File: src/rtl/fp_sum_arbiter_if.sv
// fp_sum_arbiter_if: requester, summator and result bus of the FP summator arbiter
interface fp_sum_arbiter_if #(
  parameter int NUM_REQ  = 4,
  parameter int STATUS_W = 2,
  parameter int ID_W     = $clog2(NUM_REQ)
);
  typedef logic [31:0] float_point_num;
  logic [NUM_REQ-1:0] req_vld_i;
  logic [NUM_REQ-1:0] req_rdy_o;
  float_point_num [NUM_REQ-1:0] req_a_i;
  float_point_num [NUM_REQ-1:0] req_b_i;
  float_point_num sum_a_o;
  float_point_num sum_b_o;
  logic sum_vld_o;
  float_point_num sum_answer_i;
  logic [STATUS_W-1:0] sum_status_i;
  logic res_vld_o;
  logic res_rdy_i;
  logic [ID_W-1:0] res_id_o;
  float_point_num res_answer_o;
  logic [STATUS_W-1:0] res_status_o;
  modport slave (
    input  req_vld_i, req_a_i, req_b_i, sum_answer_i, sum_status_i, res_rdy_i,
    output req_rdy_o, sum_a_o, sum_b_o, sum_vld_o, res_vld_o, res_id_o, res_answer_o, res_status_o
  );
  modport master (
    output req_vld_i, req_a_i, req_b_i, sum_answer_i, sum_status_i, res_rdy_i,
    input  req_rdy_o, sum_a_o, sum_b_o, sum_vld_o, res_vld_o, res_id_o, res_answer_o, res_status_o
  );
endinterface

File: src/rtl/fp_sum_arbiter.sv
// fp_sum_arbiter: round-robin sharing of one FP summator; FP_SUM_ARB_STATS_EN adds op_cnt_o/cnt_clr_i
module fp_sum_arbiter #(
  parameter int NUM_REQ  = 4,
  parameter int ID_W     = $clog2(NUM_REQ),
  parameter int STATUS_W = 2
) (
  input  logic clk_i,
  input  logic rst_i,
  fp_sum_arbiter_if.slave bus,
`ifdef FP_SUM_ARB_STATS_EN
  input  logic cnt_clr_i,
  output logic [31:0] op_cnt_o,
`endif
  output logic busy_o
);
  typedef enum logic [1:0] {IDLE, CALC, RESP} state_t;
  state_t state, state_nxt;
  logic [ID_W-1:0] rr_ptr, win, j;
  logic any;
  always_comb begin
    any = 1'b0;
    win = '0;
    j = '0;
    for (int k = NUM_REQ - 1; k >= 0; k--) begin
      j = ID_W'((int'(rr_ptr) + k) % NUM_REQ);
      if (bus.req_vld_i[j]) begin
        any = 1'b1;
        win = j;
      end
    end
  end
  always_comb begin
    state_nxt = (state == IDLE && any) ? CALC :
                (state == CALC) ? RESP :
                (state == RESP && bus.res_rdy_i) ? IDLE : state;
    bus.req_rdy_o = (state == IDLE && any && !rst_i) ? {{(NUM_REQ-1){1'b0}}, 1'b1} << win : '0;
    bus.sum_vld_o = state == CALC;
    bus.res_vld_o = state == RESP;
    busy_o = state != IDLE;
  end
  always_ff @(posedge clk_i) begin
    if (rst_i) begin
      state <= IDLE;
      rr_ptr <= '0;
      bus.sum_a_o <= '0;
      bus.sum_b_o <= '0;
      bus.res_id_o <= '0;
      bus.res_answer_o <= '0;
      bus.res_status_o <= '0;
    end else begin
      state <= state_nxt;
      if (state == IDLE && any) begin
        bus.sum_a_o <= bus.req_a_i[win];
        bus.sum_b_o <= bus.req_b_i[win];
        bus.res_id_o <= win;
        rr_ptr <= (win == ID_W'(NUM_REQ - 1)) ? '0 : win + 1'b1;
      end
      if (state == CALC) begin
        bus.res_answer_o <= bus.sum_answer_i;
        bus.res_status_o <= bus.sum_status_i;
      end
    end
  end
`ifdef FP_SUM_ARB_STATS_EN
  always_ff @(posedge clk_i)
    if (rst_i || cnt_clr_i) op_cnt_o <= '0;
    else if (bus.res_vld_o && bus.res_rdy_i) op_cnt_o <= op_cnt_o + 32'd1;
`endif
endmodule

File: src/flat_wrapper.sv
// flat-port wrapper written by rule: the top's interface ports become plain ports
module fp_sum_arbiter_flat 
#(
  parameter int NUM_REQ  = 4,
  parameter int ID_W     = $clog2(NUM_REQ),
  parameter int STATUS_W = 2
)
  (clk_i, rst_i, busy_o, bus_req_vld_i, bus_req_a_i, bus_req_b_i, bus_sum_answer_i, bus_sum_status_i, bus_res_rdy_i, bus_req_rdy_o, bus_sum_a_o, bus_sum_b_o, bus_sum_vld_o, bus_res_vld_o, bus_res_id_o, bus_res_answer_o, bus_res_status_o);
  fp_sum_arbiter_if #(.NUM_REQ(NUM_REQ), .STATUS_W(STATUS_W), .ID_W(ID_W)) bus_i ();
  input  logic clk_i;
  input  logic rst_i;
  output logic busy_o;
  input wire logic [$bits(bus_i.req_vld_i)-1:0] bus_req_vld_i;
  input wire logic [$bits(bus_i.req_a_i)-1:0] bus_req_a_i;
  input wire logic [$bits(bus_i.req_b_i)-1:0] bus_req_b_i;
  input wire logic [$bits(bus_i.sum_answer_i)-1:0] bus_sum_answer_i;
  input wire logic [$bits(bus_i.sum_status_i)-1:0] bus_sum_status_i;
  input wire logic [$bits(bus_i.res_rdy_i)-1:0] bus_res_rdy_i;
  output wire logic [$bits(bus_i.req_rdy_o)-1:0] bus_req_rdy_o;
  output wire logic [$bits(bus_i.sum_a_o)-1:0] bus_sum_a_o;
  output wire logic [$bits(bus_i.sum_b_o)-1:0] bus_sum_b_o;
  output wire logic [$bits(bus_i.sum_vld_o)-1:0] bus_sum_vld_o;
  output wire logic [$bits(bus_i.res_vld_o)-1:0] bus_res_vld_o;
  output wire logic [$bits(bus_i.res_id_o)-1:0] bus_res_id_o;
  output wire logic [$bits(bus_i.res_answer_o)-1:0] bus_res_answer_o;
  output wire logic [$bits(bus_i.res_status_o)-1:0] bus_res_status_o;
  assign bus_i.req_vld_i = bus_req_vld_i;
  assign bus_i.req_a_i = bus_req_a_i;
  assign bus_i.req_b_i = bus_req_b_i;
  assign bus_i.sum_answer_i = bus_sum_answer_i;
  assign bus_i.sum_status_i = bus_sum_status_i;
  assign bus_i.res_rdy_i = bus_res_rdy_i;
  assign bus_req_rdy_o = bus_i.req_rdy_o;
  assign bus_sum_a_o = bus_i.sum_a_o;
  assign bus_sum_b_o = bus_i.sum_b_o;
  assign bus_sum_vld_o = bus_i.sum_vld_o;
  assign bus_res_vld_o = bus_i.res_vld_o;
  assign bus_res_id_o = bus_i.res_id_o;
  assign bus_res_answer_o = bus_i.res_answer_o;
  assign bus_res_status_o = bus_i.res_status_o;
  fp_sum_arbiter #(.NUM_REQ(NUM_REQ), .ID_W(ID_W), .STATUS_W(STATUS_W)) u_core (.clk_i(clk_i), .rst_i(rst_i), .bus(bus_i), .busy_o(busy_o));
endmodule
File: config.mk
export PLATFORM = sky130hd
export DESIGN_NAME = fp_sum_arbiter_flat
export DESIGN_NICKNAME = d
export VERILOG_FILES = /design/src/rtl/fp_sum_arbiter_if.sv /design/src/rtl/fp_sum_arbiter.sv /design/src/flat_wrapper.sv
export SDC_FILE = /design/constraint.sdc
export NUM_CORES = 1
export LEC_CHECK = 0
export CAP_MARGIN = 25
export CORE_AREA = 2 2 155 157
export CTS_CLUSTER_SIZE = 10
export DETAILED_ROUTE_END_ITERATION = 12
export DIE_AREA = 0 0 157 159
export PLACE_DENSITY = 0.68
export SLEW_MARGIN = 10
export SYNTH_ARGS = -nofsm -noshare
export SYNTH_HDL_FRONTEND = slang
export SYNTH_SLANG_ARGS = --single-unit
File: constraint.sdc
create_clock -name clk_i -period 6.25 [get_ports clk_i]
set_input_delay 1.875 -clock clk_i [delete_from_list [all_inputs] [get_ports clk_i]]
set_output_delay 1.875 -clock clk_i [all_outputs]
set_load 0.1 [all_outputs]
==> metrics list, run 1 <==
- Number of H-tree levels: 3
* Initial standard-cell utilization of the core: 25.6%
* Overflow left after global routing: 0
- Total clock sinks: 104
- Dividing total power by cell area gives a power density of 303 mW/mm^2.
- STA classifies the critical path startpoint as a primary input.
* Final setup viols: 0
- Global routing used 18.8% of the available tracks across all layers.
- The cell count after synthesis came out at 714.
- Entering global routing, the biggest net connects 79 pins.
- Dividing the detail-routed wire length by the instance count gives 17.8 um.
- After clock tree synthesis, the repair step resized 0 gates.
* Distinct cell type count of the synthesized netlist: 32
* Height of the chip: 159 um
- Setup repair after global routing left no endpoint under its margin.
- Worst-skew pair later-pin latency: 0.36 ns
* Number of enable-type register cells in the synthesized netlist: 0
- Maximum fanout encountered on the critical timing path: 77
- In the synthesized netlist the dominant register cell turns out to be sky130_fd_sc_hd__dfxtp_1.
- TritonCTS built the clock tree.
- Area Overhead vs Synth: 75.3%
- In this run the core area contains 56 standard-cell rows.
- Once detailed placement completed, the half-perimeter wirelength came to 18.0 mm.
* Vias: 6832
* Detail Route Antenna Nets: 0
- Buffer type at the clock tree root: sky130_fd_sc_hd__clkbuf_16
- Summing every instance area after synthesis gives 0.00593 sq mm.
* Endpoint, Worst Hold: u_core.bus.sum_b_o[0]
- Sorting the synthesized cells by area gives the leading types as sky130_fd_sc_hd__dfxtp_1, sky130_fd_sc_hd__and3_1, sky130_fd_sc_hd__a211oi_1.
- Number of DRC markers after the initial detailed-route iteration: 348
- Max IR drop VDD: 0.000133 V
- Leading cell type by number of instances after synthesis: sky130_fd_sc_hd__nand2_1
* I/O pin total: 404
- Wirelength, routed: 24.6 mm
- For the worst setup path, the data arrival time is 4.07 ns.
- Vias per cell: 4.94
- After the last flow step, the layout net total stands at 1357.
* Worst hold slack: 0.452 ns
* Class of the worst hold path: flop to flop
- Share of flip-flops with an asynchronous set or reset after synthesis: 0%
- Dividing the synthesized area by the synthesized cell count gives 8.31 sq um.
- Beginning of the worst hold path: u_core.bus.sum_b_o[0]
* First-pass GRT wire length: 37.0 mm
- 0 antenna diodes ended up in the layout.
* Residual DRC count: 0
- Register area share after synthesis: 35.1%
- Max Fclk: 0.168 GHz
- In this run the critical register-to-register path is captured at u_core.bus.sum_a_o[8].
- The analysis attributes to cell leakage a power of 3.84 nW.
* Area fraction of the dominant cell type after synthesis: 35.1%
* Required time reported for the critical path endpoint: 4.38 ns
* Die area: 0.0250 sq mm
- Ranked by instance count, the synthesized netlist is headed by sky130_fd_sc_hd__nand2_1, sky130_fd_sc_hd__and3_1, sky130_fd_sc_hd__dfxtp_1.
* Post-route fraction of the period consumed by the critical path: 95.2%
* Count of port buffers added during placement: 403
- WHS Path Cells: 2
- When the netlist entered floorplanning its net count stood at 1011.
* Max Clock Skew: 0.0154 ns
- Post-Route Setup TNS: 0 ns
* Worst-case register-to-register setup slack: 3.20 ns
* Global placement routability congestion: 0.847
- First-pass detailed-route iteration total: 4
* Clock Pin Slew Worst Setup and Hold Paths: 0.08 ns
- The count of pins over their slew limit is 0.
* Total clock buffers created by CTS: 9
- Largest area contributor in the synthesized netlist: sky130_fd_sc_hd__dfxtp_1
- Result of the run: completed
- Counting along the longest clock path gives a buffer depth of 2.
- Reg2reg path depth: 7
- Measured along the x axis, the die boundary spans 157 um.
- Yosys warnings: 0
- Final critical-path required period: 5.95 ns
* Number of global-route vias before repair: 6664
- Hold Buf Count CTS: 0
- Slew at the pin with the worst max-slew slack: 1.04 ns
- Measured against its own limit, the worst slew margin works out to 30.5%.
- Area of the core: 0.0232 sq mm
- Worst r2r src: u_core.rr_ptr[0]
* Number of buffers inserted by post-CTS setup repair: 0
- Antenna violations before repair: 0
- Number of maximum-capacitance constraint violations: 0
- Crit path kind: primary input to output pin
- Critical path startpoint: bus_req_vld_i[2]
* Number of storage elements in the synthesis netlist: 104
* Total chip power: 3.16 mW
- The final-report hold violation count is 0.
* Layout cells sized above 1: 8.08%
* CP endpoint kind: output pin
==> power breakdown <==
part | internal (mW) | leakage (nW) | total (mW) | switching, mW
clock | 0.292 | 0.154 | 0.602 | 0.310
sequential | 0.764 | 0.857 | 0.819 | 0.0553
combinational | 0.536 | 2.83 | 1.73 | 1.20
total | 1.59 | 3.84 | 3.16 | 1.56
==> worst max-delay path by stage <==
stage	slack (ns)	depth (start not counted)	to
2_1_floorplan	-0.73	6	bus_req_rdy_o[1]
3_3_place_gp	0.39	7	bus_req_rdy_o[0]
3_5_place_dp	0.34	7	bus_req_rdy_o[0]
4_1_cts	0.33	7	bus_req_rdy_o[0]
5_1_grt	0.18	7	bus_req_rdy_o[2]
6_report	0.30	7	bus_req_rdy_o[0]
==> cells in the final DEF, fill, tap and decap left out, drive strengths merged, types with 5 or more instances in the layout <==
| cell type | n |
|---|---|
| a211oi | 129 |
| a21oi | 37 |
| and3 | 128 |
| buf | 20 |
| clkbuf | 9 |
| clkdlybuf4s50 | 398 |
| dfxtp | 104 |
| inv | 5 |
| nand2 | 136 |
| nor2 | 9 |
| nor2b | 5 |
| o31ai | 64 |
==> worst max-delay path: stages <==
cell                              delay, ns
sky130_fd_sc_hd__clkdlybuf4s50_1       0.49
sky130_fd_sc_hd__nor2b_1               0.31
sky130_fd_sc_hd__or4b_4                0.20
sky130_fd_sc_hd__buf_4                 0.54
sky130_fd_sc_hd__nand2_8               0.08
sky130_fd_sc_hd__nor3_2                0.25
sky130_fd_sc_hd__buf_12                0.21
==> per-stage QoR <==
step                      setup slack, ns  util [%]  instances  cell area, sq um
after floorplan                    -0.726         -        714              5940
after global placement              0.388      43.5       1368             10100
after detailed placement            0.343      43.5       1368             10100
after CTS                           0.335      44.8       1384             10400
after global routing                0.183      44.8       1384             10400
final                               0.301      44.8       1384             10400
==> registers in the layout (all words and copies together), names as in the netlist <==
register and cells:
u_core.bus.res_status_o 2, u_core.state 2, u_core.rr_ptr 2, u_core.bus.sum_a_o 32, u_core.bus.res_answer_o 32, u_core.bus.res_id_o 2
u_core.bus.sum_b_o 32
==> cells by family after synthesis <==
kind of cell,synth area share [%]
AND/OR/NAND/NOR,24.7
AO/OA/AOI/OAI,31.8
flip-flops,35.1
buffers and inverters,8.29
multiplexers,0.169
==> per-layer routing <==
layer | wire (um) | vias up | share of wire, % | GRT usage, %
li1 | - | 3337 | - | -
met1 | 9820 | 3164 | 40 | 21.5
met2 | 12200 | 299 | 49 | 33.2
met3 | 2020 | 32 | 8.2 | 5.55
met4 | 612 | 0 | 2.5 | 5.92
met5 | 0 | - | 0 | 0
==> layout make-up <==
type	count	area (sq um)
sequential	104	2080
tap	319	399
clock inverter	7	91.3
clock buffer	9	225
timing repair buffer	418	4200
inverter	2	7.51
multi-input combinational	525	3400
fill	2312	12800
(Power assumes the default switching activity.)
==> inputs of run 2 (changes only) <==
--- a/config.mk
+++ b/config.mk
@@ -5,7 +5,6 @@
 export SDC_FILE = /design/constraint.sdc
 export NUM_CORES = 1
 export LEC_CHECK = 0
-export CAP_MARGIN = 25
 export CORE_AREA = 2 2 155 157
 export CTS_CLUSTER_SIZE = 10
 export DETAILED_ROUTE_END_ITERATION = 12
==> results of run 2 <==
The final DEF is identical to that of run 1; final timing and power are the same.
==> inputs of run 3 (changes only) <==
--- a/config.mk
+++ b/config.mk
@@ -5,11 +5,13 @@
 export SDC_FILE = /design/constraint.sdc
 export NUM_CORES = 1
 export LEC_CHECK = 0
-export CORE_AREA = 2 2 155 157
+export CELL_PAD_IN_SITES_DETAIL_PLACEMENT = 1
+export CELL_PAD_IN_SITES_GLOBAL_PLACEMENT = 1
+export CORE_AREA = 2 2 159 161
 export CTS_CLUSTER_SIZE = 10
 export DETAILED_ROUTE_END_ITERATION = 12
-export DIE_AREA = 0 0 157 159
-export PLACE_DENSITY = 0.68
+export DIE_AREA = 0 0 161 163
+export PLACE_DENSITY = 0.88
 export SLEW_MARGIN = 10
 export SYNTH_ARGS = -nofsm -noshare
 export SYNTH_HDL_FRONTEND = slang
==> metrics list, run 3 (same netlist as run 1, synthesis figures left out) <==
- Max IR drop VDD: 0.000119 V (was 0.000133 V)
* Power dissipated by switching net loads: 1.59 mW (was 1.56 mW)
- Number of fill cells: 2869 (was 2312)
* Clock Pin Slew Worst Setup and Hold Paths: 0.08 ns (about the same)
- Initial standard-cell utilization of the core: 24.0% (was 25.6%)
- The final-report hold violation count is 0 (unchanged).
- Lkg Pwr: 3.84 nW (about the same)
- The cell type of the slowest stage on the worst timing path is sky130_fd_sc_hd__clkdlybuf4s50_1 (was sky130_fd_sc_hd__buf_4).
- Tightest slew margin relative to the limit: 23.5% (was 30.5%)
- The via count of the first global-routing pass was 7146 (was 6664).
- The wire length per cell is 19.7 um (was 17.8 um).
- The count of input and output buffers is 403 (unchanged).
* Switching Share: 50.0% (was 49.6%)
- The overall via count from detail_route is 6945 (was 6832).
- The root buffer cell is sky130_fd_sc_hd__clkbuf_16 (unchanged).
- Class of the worst hold path: flop to flop (unchanged)
- The overall routing resource usage is 19.8% (was 18.8%).
- Wirelength, routed: 27.5 mm (was 24.6 mm)
- The number of top-level pins was 404 (unchanged).
* First-pass GRT wire length: 40.7 mm (was 37.0 mm)
- Max-slew violations: 0 (unchanged)
- The die width came to 161 um (was 157 um).
* Worst hold slack: 0.458 ns (was 0.452 ns)
- Worst-skew pair later-pin latency: 0.35 ns (was 0.36 ns)
* Reg2reg path depth: 7 (unchanged)
* Required time reported for the critical path endpoint: 4.38 ns (about the same)
- Startpoint type of the worst setup path: primary input (unchanged)
- Result of the run: completed (unchanged).
- The number of clock sinks came to 104 (unchanged).
- Vias per cell: 4.98 (was 4.94)
- Global placement routability congestion: 0.792 (was 0.847)
- The portion of total power attributed to the clock network was 19.2% (was 19.1%).
- The number of levels in the clock H-tree is 3 (unchanged).
- Total chip power: 3.18 mW (was 3.16 mW)
- Post-route fraction of the period consumed by the critical path: 93.7% (was 95.2%)
* Max Fclk: 0.171 GHz (was 0.168 GHz)
- Critical Path Max Stage Delay: 0.61 ns (was 0.54 ns)
- The layout overhead on the synthesized area was 75.4% (was 75.3%).
- Detail Route Antenna Nets: 0 (unchanged)
- Max Clock Skew: 0.0136 ns (was 0.0154 ns)
- Layout cells sized above 1: 7.98% (was 8.08%)
- The cell count of the worst hold path is 2 (unchanged).
- The count of maximum capacitance violations was 0 (unchanged).
* ANT cells: 0 (unchanged)
- Most used cells in the layout excluding fill and tap cells: sky130_fd_sc_hd__clkdlybuf4s50_1, sky130_fd_sc_hd__nand2_1, sky130_fd_sc_hd__and3_1 (unchanged)
- The number of remaining DRC errors came to 0 (unchanged).
- The number of post-CTS setup repair buffers is 0 (unchanged).
- Height of the chip: 163 um (was 159 um)
- The portion of total power attributed to combinational logic was 55.0% (about the same).
- The critical path depth was 6 (was 7).
- The cell-internal power was 1.59 mW (about the same).
- Data arrival, critical path: 3.98 ns (was 4.07 ns)
- Die area: 0.0262 sq mm (was 0.0250 sq mm)
- The overall overflow remaining after global route came to 0 (unchanged).
- Worst path cell trace: clkdlybuf4s50_1, nor2_1, or4b_4, and2_1, nor3_1, buf_12 (was clkdlybuf4s50_1, nor2b_1, or4b_4, buf_4, nand2_8, nor3_2, buf_12)
- Areal power density over the cells: 306 mW/mm^2 (was 303 mW/mm^2)
- The placeable core region is 0.0247 sq mm (was 0.0232 sq mm).
* Number of DRC markers after the initial detailed-route iteration: 373 (was 348)
- The CTS tree is done (unchanged).
- The buffers plus inverters on the worst setup path was 2 (was 3).
- Setup repair after global routing missed its margin: no (unchanged)
- The kind of cell with the highest combined delay on the critical path was simple AND/OR/NAND/NOR gates (was buffers and inverters).
- Total clock buffers created by CTS: 9 (unchanged)
- The largest buffer count on any clock path came to 2 (unchanged).
* Std cell rows: 58 (was 56)
- Final setup viols: 0 (unchanged)
* Largest net degree at the start of global routing: 130 (was 79)
* HPWL after detailed placement: 20.3 mm (was 18.0 mm)
* First-pass detailed-route iteration total: 4 (unchanged)
- The leading cell type in the layout, fill and taps excluded is sky130_fd_sc_hd__clkdlybuf4s50_1 (unchanged).
- Final critical-path required period: 5.85 ns (was 5.95 ns)
* Slew at the pin with the worst max-slew slack: 1.14 ns (was 1.04 ns)
- The type of element capturing the critical path was an output pin (unchanged).
- The type of the worst setup path was primary input to output pin (unchanged).
* Antenna violations before repair: 0 (unchanged)
- The register share of total power came to 25.8% (was 26.0%).
* Registers with the most flip-flops: u_core.bus.res_answer_o: 32 flops, u_core.bus.sum_a_o: 32 flops, u_core.bus.sum_b_o: 32 flops (unchanged)
* Final-stage net count: 1357 (unchanged)
- The highest net fanout along the worst path is 5 (was 77).
## run 3: metrics by stage
step	utilization, %	worst slack, ns	std cells	TNS, ns	area, sq um
after global routing	42.2	0.202	1395	0	10400
after global placement	40.9	0.263	1379	0	10100
after floorplan	-	-0.726	714	-1.45	5940
after detailed placement	40.9	0.131	1379	0	10100
final	42.2	0.395	1395	0	10400
after CTS	42.2	0.126	1395	0	10400
## run 3: layer usage
metal  vias to the layer above  GRT usage (%)  wire (um)
li1                       3332              -          -
met1                      3324           23.3      11200
met2                       254           35.3      13900
met3                        35           4.99       1660
met4                         0           6.05        698
met5                         -              0          0
## run 3: power groups by stage
| stage | registers (mW) | clock network [mW] | logic [mW] |
|---|---|---|---|
| final | 0.821 | 0.611 | 1.75 |
| after global routing | 0.834 | 0.658 | 1.83 |
| after floorplan | 1.52 | 0 | 0.538 |
| after detailed placement | 0.836 | 0 | 1.76 |
| after CTS | 0.821 | 0.632 | 1.76 |
| after global placement | 0.829 | 0 | 1.73 |
## run 3: worst paths after layout
kind / start / to / slack [ns]
max: bus_req_vld_i[3] / bus_req_rdy_o[1] / 0.40
min: u_core.bus.sum_b_o[27] / u_core.bus.sum_b_o[27] / 0.46
max reg2reg: u_core.rr_ptr[0] / u_core.bus.sum_a_o[7] / 3.34
min reg2reg: u_core.bus.sum_b_o[27] / u_core.bus.sum_b_o[27] / 0.46
## run 3: repair_timing
action / 4_1_cts / 5_1_grt
gates resized for setup: 0 / 1
hold buffers: 0 / 0
endpoints found under the setup margin: 0 / 1
## run 3: worst register-to-register path, delay by kind of cell (launching register included)
family	cells	cell delay (ns)
AOI/OAI and AO/OA	2	0.65
buffers and inverters	2	1.04
DFF	1	0.37
and+or+nand+nor	3	0.78
## run 3: layout make-up
type,count,area [sq um],share of cell area [%]
inverters,2,7.51,0.0721
multi-input cells,525,3400,32.6
flip-flops and latches,104,2080,20.0
clock inverters,7,91.3,0.878
well taps,330,413,3.97
repair buffers,418,4190,40.3
clock buffers,9,225,2.16
